===== src/rtl/dsi_pkg.sv =====
// Shared types and helpers for the DSI command responder: FSM states, long-packet
// data-type nibbles, header ECC and byte-serial CRC-16 (reflected 0x8408).
package dsi_pkg;

    typedef enum logic [2:0] {
        S_IDLE,
        S_ACK,
        S_HDR,
        S_ECC,
        S_PAY,
        S_CRC0,
        S_CRC1,
        S_DONE
    } state_e;

    // Data-type low nibbles that mark a long packet (e.g. 0x29 generic long write, 0x39 DCS long write).
    localparam logic [3:0] DT_LONG_A = 4'h9;
    localparam logic [3:0] DT_LONG_B = 4'hE;

    localparam logic [15:0] CRC_INIT = 16'hFFFF;
    localparam logic [15:0] CRC_POLY = 16'h8408;

    // DSI Hamming ECC over the 24-bit header {WC_hi, WC_lo, DI}.
    function automatic logic [5:0] dsi_ecc(input logic [23:0] d);
        logic [5:0] p;
        p[0] = d[0]  ^ d[1]  ^ d[2]  ^ d[4]  ^ d[5]  ^ d[7]  ^ d[10] ^
               d[11] ^ d[13] ^ d[16] ^ d[20] ^ d[21] ^ d[22] ^ d[23];
        p[1] = d[0]  ^ d[1]  ^ d[3]  ^ d[4]  ^ d[6]  ^ d[8]  ^ d[10] ^
               d[12] ^ d[14] ^ d[17] ^ d[20] ^ d[21] ^ d[22] ^ d[23];
        p[2] = d[0]  ^ d[2]  ^ d[3]  ^ d[5]  ^ d[6]  ^ d[9]  ^ d[11] ^
               d[12] ^ d[15] ^ d[18] ^ d[20] ^ d[21] ^ d[22];
        p[3] = d[1]  ^ d[2]  ^ d[3]  ^ d[7]  ^ d[8]  ^ d[9]  ^ d[13] ^
               d[14] ^ d[15] ^ d[19] ^ d[20] ^ d[21] ^ d[23];
        p[4] = d[4]  ^ d[5]  ^ d[6]  ^ d[7]  ^ d[8]  ^ d[9]  ^ d[16] ^
               d[17] ^ d[18] ^ d[19] ^ d[20] ^ d[22] ^ d[23];
        p[5] = d[10] ^ d[11] ^ d[12] ^ d[13] ^ d[14] ^ d[15] ^ d[16] ^
               d[17] ^ d[18] ^ d[19] ^ d[21] ^ d[22] ^ d[23];
        return p;
    endfunction

    // One byte of the reflected CRC-16 (LSB first through the shift register).
    function automatic logic [15:0] crc16_byte(input logic [15:0] crc, input logic [7:0] data);
        logic [15:0] c;
        c = crc ^ {8'h00, data};
        for (int i = 0; i < 8; i++) begin
            c = c[0] ? ((c >> 1) ^ CRC_POLY) : (c >> 1);
        end
        return c;
    endfunction

endpackage


===== src/rtl/dsi_crc16.sv =====
// Byte-serial CRC-16 engine for the long-packet payload checksum.
// Only compiled into the build when DSI_CRC_EN is defined.
`ifdef DSI_CRC_EN
module dsi_crc16
    import dsi_pkg::*;
(
    input  logic        clkin,
    input  logic        rstn,
    input  logic        clr,
    input  logic        en,
    input  logic [7:0]  din,
    output logic [15:0] crc
);

    logic [15:0] crc_q;

    always_ff @(posedge clkin or negedge rstn) begin
        if (!rstn) begin
            crc_q <= CRC_INIT;
        end else if (clr) begin
            crc_q <= CRC_INIT;
        end else if (en) begin
            crc_q <= crc16_byte(crc_q, din);
        end
    end

    assign crc = crc_q;

endmodule
`endif


===== src/rtl/dsi_cmd_responder.sv =====
// DSI TX command responder: acks the assembler, streams header/ECC/payload/CRC from a
// FWFT byte FIFO to the PHY. Build option DSI_CRC_EN enables the payload CRC engine.
module dsi_cmd_responder
    import dsi_pkg::*;
#(
    parameter int unsigned TIMEOUT_CYC = 1024
) (
    input  logic       clkin,
    input  logic       rstn,
    input  logic       cmd_rq,
    input  logic       hs_mode,
    output logic       cmd_ack,
    output logic       tx_act,
    output logic       time_out,
    input  logic       empty,
    input  logic [7:0] fifo_dout,
    output logic       fifo_rd_en,
    output logic [7:0] phy_data,
    output logic       phy_valid,
    input  logic       phy_ready,
    output logic       phy_hs
);

    localparam int unsigned SW = $clog2(TIMEOUT_CYC + 1);
    localparam logic [SW-1:0] STALL_LAST = SW'(TIMEOUT_CYC - 1);

    state_e        state_q;
    logic          cmd_ack_q;
    logic          tx_act_q;
    logic          time_out_q;
    logic          phy_valid_q;
    logic          phy_hs_q;
    logic [7:0]    phy_data_q;
    logic [23:0]   hdr_q;
    logic [1:0]    hcnt_q;
    logic [15:0]   wc_q;
    logic [SW-1:0] stall_q;
    logic [SW-1:0] stall_d;

    logic          in_fetch;
    logic          out_free;
    logic          xfer;
    logic          pop;
    logic          stall_inc;
    logic          stall_hit;
    logic          is_long;
    logic [15:0]   crc_val;

    always_comb begin
        // NOTE: every signal written here gets a value on every path first, so no latch is inferred.
        stall_inc = 1'b0;
        in_fetch  = (state_q == S_HDR) || (state_q == S_PAY);
        out_free  = !phy_valid_q || phy_ready;
        xfer      = phy_valid_q && phy_ready;
        pop       = in_fetch && !empty && out_free;
        if (state_q == S_IDLE) begin
            stall_inc = cmd_rq && empty;
        end else begin
            stall_inc = !xfer && ((in_fetch && empty) || (phy_valid_q && !phy_ready));
        end
        stall_hit = stall_inc && (stall_q == STALL_LAST);
        stall_d   = stall_inc ? stall_q + 1'b1 : '0;
        is_long   = (hdr_q[3:0] == DT_LONG_A) || (hdr_q[3:0] == DT_LONG_B);
    end

`ifdef DSI_CRC_EN
    logic [15:0] crc_w;

    dsi_crc16 u_crc (
        .clkin (clkin),
        .rstn  (rstn),
        .clr   (state_q == S_ACK),
        .en    (pop && (state_q == S_PAY)),
        .din   (fifo_dout),
        .crc   (crc_w)
    );

    assign crc_val = crc_w;
`else
    assign crc_val = 16'h0000;
`endif

    always_ff @(posedge clkin or negedge rstn) begin
        if (!rstn) begin
            state_q     <= S_IDLE;
            cmd_ack_q   <= 1'b0;
            tx_act_q    <= 1'b0;
            time_out_q  <= 1'b0;
            phy_valid_q <= 1'b0;
            phy_hs_q    <= 1'b0;
            phy_data_q  <= 8'h00;
            hdr_q       <= 24'h000000;
            hcnt_q      <= 2'd0;
            wc_q        <= 16'h0000;
            stall_q     <= '0;
        end else begin
            // NOTE: non-blocking assignments here so every register sees pre-edge values regardless of order.
            cmd_ack_q  <= 1'b0;
            time_out_q <= 1'b0;
            stall_q    <= stall_d;
            if (xfer) begin
                phy_valid_q <= 1'b0;
            end

            case (state_q)
                S_IDLE: begin
                    if (cmd_rq && !empty) begin
                        cmd_ack_q <= 1'b1;
                        phy_hs_q  <= hs_mode;
                        state_q   <= S_ACK;
                    end
                end
                S_ACK: begin
                    tx_act_q <= 1'b1;
                    hcnt_q   <= 2'd0;
                    state_q  <= S_HDR;
                end
                S_HDR: begin
                    if (pop) begin
                        phy_data_q  <= fifo_dout;
                        phy_valid_q <= 1'b1;
                        hdr_q       <= {fifo_dout, hdr_q[23:8]};
                        hcnt_q      <= hcnt_q + 2'd1;
                        if (hcnt_q == 2'd2) begin
                            state_q <= S_ECC;
                        end
                    end
                end
                S_ECC: begin
                    if (out_free) begin
                        phy_data_q  <= {2'b00, dsi_ecc(hdr_q)};
                        phy_valid_q <= 1'b1;
                        wc_q        <= hdr_q[23:8];
                        if (!is_long) begin
                            state_q <= S_DONE;
                        end else if (hdr_q[23:8] != 16'h0000) begin
                            state_q <= S_PAY;
                        end else begin
                            state_q <= S_CRC0;
                        end
                    end
                end
                S_PAY: begin
                    if (pop) begin
                        phy_data_q  <= fifo_dout;
                        phy_valid_q <= 1'b1;
                        wc_q        <= wc_q - 16'd1;
                        if (wc_q == 16'd1) begin
                            state_q <= S_CRC0;
                        end
                    end
                end
                S_CRC0: begin
                    if (out_free) begin
                        phy_data_q  <= crc_val[7:0];
                        phy_valid_q <= 1'b1;
                        state_q     <= S_CRC1;
                    end
                end
                S_CRC1: begin
                    if (out_free) begin
                        phy_data_q  <= crc_val[15:8];
                        phy_valid_q <= 1'b1;
                        state_q     <= S_DONE;
                    end
                end
                S_DONE: begin
                    // Wait for the final byte to be taken before closing the frame.
                    if (out_free) begin
                        tx_act_q <= 1'b0;
                        state_q  <= S_IDLE;
                    end
                end
                default: state_q <= S_IDLE;
            endcase

            // Stall limit: pulse time_out; mid-packet it also abandons the packet.
            if (stall_hit) begin
                time_out_q <= 1'b1;
                stall_q    <= '0;
                if (state_q != S_IDLE) begin
                    phy_valid_q <= 1'b0;
                    tx_act_q    <= 1'b0;
                    state_q     <= S_IDLE;
                end
            end
        end
    end

    assign cmd_ack    = cmd_ack_q;
    assign tx_act     = tx_act_q;
    assign time_out   = time_out_q;
    assign fifo_rd_en = pop;
    assign phy_data   = phy_data_q;
    assign phy_valid  = phy_valid_q;
    assign phy_hs     = phy_hs_q;

endmodule


===== config.mk =====
export PLATFORM = sky130hd
export DESIGN_NAME = dsi_cmd_responder
export DESIGN_NICKNAME = d
export VERILOG_FILES = /design/src/rtl/dsi_pkg.sv /design/src/rtl/dsi_crc16.sv /design/src/rtl/dsi_cmd_responder.sv
export SDC_FILE = /design/constraint.sdc
export NUM_CORES = 1
export LEC_CHECK = 0
export BUFFER_PORTS_ARGS = -buffer_cell sky130_fd_sc_hd__buf_2
export CAP_MARGIN = 20
export CORE_ASPECT_RATIO = 1.4
export CORE_MARGIN = 2
export CORE_UTILIZATION = 50
export DETAILED_ROUTE_END_ITERATION = 10
export HOLD_SLACK_MARGIN = 0.05
export PLACE_DENSITY = 0.68
export SLEW_MARGIN = 40
export SYNTH_ARGS = -nofsm -noshare
export SYNTH_HDL_FRONTEND = slang
export SYNTH_HIERARCHICAL = 1
export SYNTH_SLANG_ARGS = --single-unit

===== constraint.sdc =====
create_clock -name clkin -period 2.8 [get_ports clkin]
set_input_delay 0.7 -clock clkin [delete_from_list [all_inputs] [get_ports clkin]]
set_output_delay 0.7 -clock clkin [all_outputs]
set_load 0.01 [all_outputs]

==> summary.txt <==
Synthesis
  • Syn Inst Count: 396
  • Number of flops mapped to enable cells by yosys: 0
  • Synth Net Count: 417
  • Synth Warn #: 6
  • Register area share after synthesis: 44.27%
  • Most common flop cell mapped by yosys: dfrtp_1
  • Synthesized area per cell: 9.848 sq um
  • Mapped cell area: 3900 sq um
  • Synthesis-stage register bit count: 69
  • Distinct cells, synth: 54
  • Async S/R FF share, synth: 100.0%

Clock network
  • Clock transition at path regs: 0.07 ns
  • Post-CTS Setup Repair Bufs: 0
  • TritonCTS Sinks: 69
  • Clk Tree Root Cell: clkbuf_8
  • H-tree level count: 3
  • Worst-Skew Late Latency: 0.35 ns
  • CTS tree: built
  • CTS Buffer Depth: 2
  • Hold buffers post-CTS: 0
  • # resized after CTS: 0
  • CTS buffer count: 9

STA
  • Final Worst Setup Slack: 0.2028 ns
  • Final Max Slew Viols: 0
  • Max Freq: 385.0 MHz
  • Slew headroom: 60.45%
  • Final Skew: 0.006522 ns
  • Fin. Hold Viols: 0
  • Hold WS: 0.3417 ns
  • RSZ-0062 raised after global routing: false
  • Crit path time final: 2.597 ns
  • Setup-failing EPs final: 0
  • Setup TNS Final: 0 ns
  • Slew @ Worst Pin: 0.5932 ns
  • Tcrit/Tclk final: 92.76%

Job
  • Max_cap viols: 0

Routing
  • Pre-Repair DR Iteration Count: 4
  • Total number of vias: 2977
  • DR DRC count: 0
  • Vias per cell: 5.649
  • WL per Instance: 16.21 microns
  • Initial DRC Count: 124
  • Antenna Violating Nets Remaining: 0
  • Drt total wl: 8.541 mm

Worst setup path
  • Crit. End Element: output port
  • Critical Path AT: 1.90 ns
  • Crit-path max cell delay: 0.72 ns
  • WP data required: 2.10 ns
  • Critical path type: reg -> out
  • Slowest CP cell: dfrtp_1
  • CP Max Fanout: 20
  • CP cell instances: xnor2_1 > nor4_2 > buf_2
  • Critical Path Start Type: register

Placed design
  • Post-DP HPWL: 6.112 mm
  • Routability cong.: 0.8487
  • Inst Count DP: 511
  • Post-Place Worst Slack: 0.3813 ns
  • I/O Buffers: 27
  • Placed cell areas: 4141 sq um

Power and ir drop
  • P_leak: 1.896 nW
  • Net Switching: 2.625 mW
  • Worst vdd ir: 714.6 uV
  • Internal Power: 3.760 mW
  • Flop pwr share: 31.5%
  • Clk pwr share: 14.6%
  • Net Sw Frac: 41.11%
  • Pwr dens: 1462 nW/um^2
  • Gate power share: 54.0%

Cells and area
  • Finished Layout Cells: 527
  • Final nets: 443
  • Synth-to-layout area growth: 12.00%
  • # diodes: 0
  • Design area: 4368 sq um
  • Share of layout cells above drive strength 1: 18.74%

Floorplanning
  • Num rows: 38
  • Die ar.: 8532 sq um
  • Effective utilization at floorplan: 50.95%
  • Horiz. Die Dim: 78.64 microns
  • Core Region: 7655 sq um
  • Io pins: 28
  • Die Ht: 108.5 microns

GRT
  • Vias in the first global route: 2827
  • Initial antenna violation count: 0
  • Grt ovf: 0
  • Global-route wire length before repair: 14.12 mm
  • Largest net degree at the start of global routing: 46
  • Tot GR Track Use: 21.77%

Run status
  • Status: finished clean

Min path
  • Hold Crit Class: in -> async
## worst max-delay path: cells and delay by family, from the launching register on
kind | cells | cell delay, ns
buf+inv | 1 | 0.23
simple gates | 1 | 0.37
flops | 1 | 0.72
xor+xnor | 1 | 0.22
## placed cells by master, fill, tap and decap left out, drive strengths merged, types with 2 or more instances in the layout
master,count
mux2,24
ha,7
bufinv,2
inv,12
nor2,31
or4,2
and3,5
nand2b,6
a22oi,11
buf,33
or3b,2
nor3,16
nand4,4
o2bb2ai,3
xor2,15
o22ai,2
clkbuf,13
xnor2,38
o21ai,37
xnor3,3
nor4,6
nand2,29
nor3b,3
nand3b,3
nor2b,3
a21oi,19
nand3,8
dfrtp,69
## power by group through the flow
stage | sequential (mW) | combinational (mW) | clock [mW]
2_1_floorplan | 1.77 | 2.97 | 0
3_3_place_gp | 2.00 | 3.41 | 0
3_5_place_dp | 2.01 | 3.46 | 0
4_1_cts | 2.00 | 3.48 | 0.952
5_1_grt | 2.07 | 3.83 | 0.986
6_report | 2.01 | 3.45 | 0.929
## metal layers
| layer | up-vias | global-route usage, % | routed length, microns |
|---|---|---|---|
| met3 | 26 | 3.422 | 281 |
| met5 | - | 0 | 0 |
| li1 | 1442 | - | - |
| met4 | 0 | 14.54 | 352 |
| met1 | 1438 | 27.40 | 3746 |
| met2 | 71 | 34.49 | 4160 |
## worst paths after layout
kind,endpoint,slack [ns],cells after the start,startpoint
worst max-delay path,fifo_rd_en,0.20,3,state_q[1]
worst min-delay path,stall_q[7],0.34,1,rstn
worst max register to register,wc_q[14],0.39,8,wc_q[0]
worst min register to register,phy_data[6],0.48,2,phy_data[6]
max in group asynchronous,hdr_q[7],1.79,2,rstn
min in group clkin,phy_data[6],0.48,2,phy_data[6]
## kinds of logic (layout without fill, tap and decap cells)
kind of cell               after synthesis  in the layout  share of synthesized area (%)
DFF                                     69             69                          44.27
buffers and inverters                   31             62                          3.208
adders and majority gates                8              8                          2.502
xor gates and xnor gates                56             56                          13.63
muxes                                   25             25                          7.186
AOI/OAI and AO/OA                       84             84                          13.03
and+or+nand+nor                        123            123                          16.17
## cell usage after synthesis, types with 2 or more instances
master	number	area [sq um]
nand3b_1	3	22.52
a21oi_1	18	90.09
o22ai_1	2	12.51
inv_1	12	45.04
nand3_1	8	40.04
and3_1	5	31.28
a22oi_1	11	82.58
ha_1	7	87.58
o2bb2ai_1	3	26.28
nand2_1	29	108.9
buf_2	3	15.01
nor2_1	31	116.4
nor4_1	5	31.28
xor2_1	15	131.4
mux2_2	24	270.3
clkbuf_1	12	45.04
or4_4	2	22.52
nand2b_1	6	37.54
o21ai_1	2	10.01
xnor2_1	38	332.8
xnor3_1	3	67.56
nand4_1	4	25.02
dfrtp_1	69	1727
o21ai_0	35	175.2
nor3_1	16	80.08
nor2b_1	3	18.77
nor3b_1	3	22.52
## sequential cells by signal, indices dropped and copies added, names as in the netlist
signal,cells
cmd_ack,1
hcnt_q,2
hdr_q,24
phy_data,8
phy_hs,1
phy_valid,1
stall_q,11
state_q,3
time_out,1
tx_act,1
wc_q,16
## area by class of cell
class,count,area (sq um)
Inverter,13,48.80
Multi-Input combinational cell,296,2048
Timing Repair Buffer,33,192.7
Sequential cell,69,1727
Fill cell,662,3287
Clock buffer,13,158.9
Clock inverter,3,67.56
Tap cell,100,125.1
## metrics by stage
stage | power [mW] | utilization, %
2_1_floorplan | 4.742 | -
3_3_place_gp | 5.406 | 54.10
3_5_place_dp | 5.479 | 54.10
4_1_cts | 6.431 | 57.06
5_1_grt | 6.885 | 57.06
6_report | 6.386 | 57.06
No activity file was read; power rests on OpenSTA's default activity.
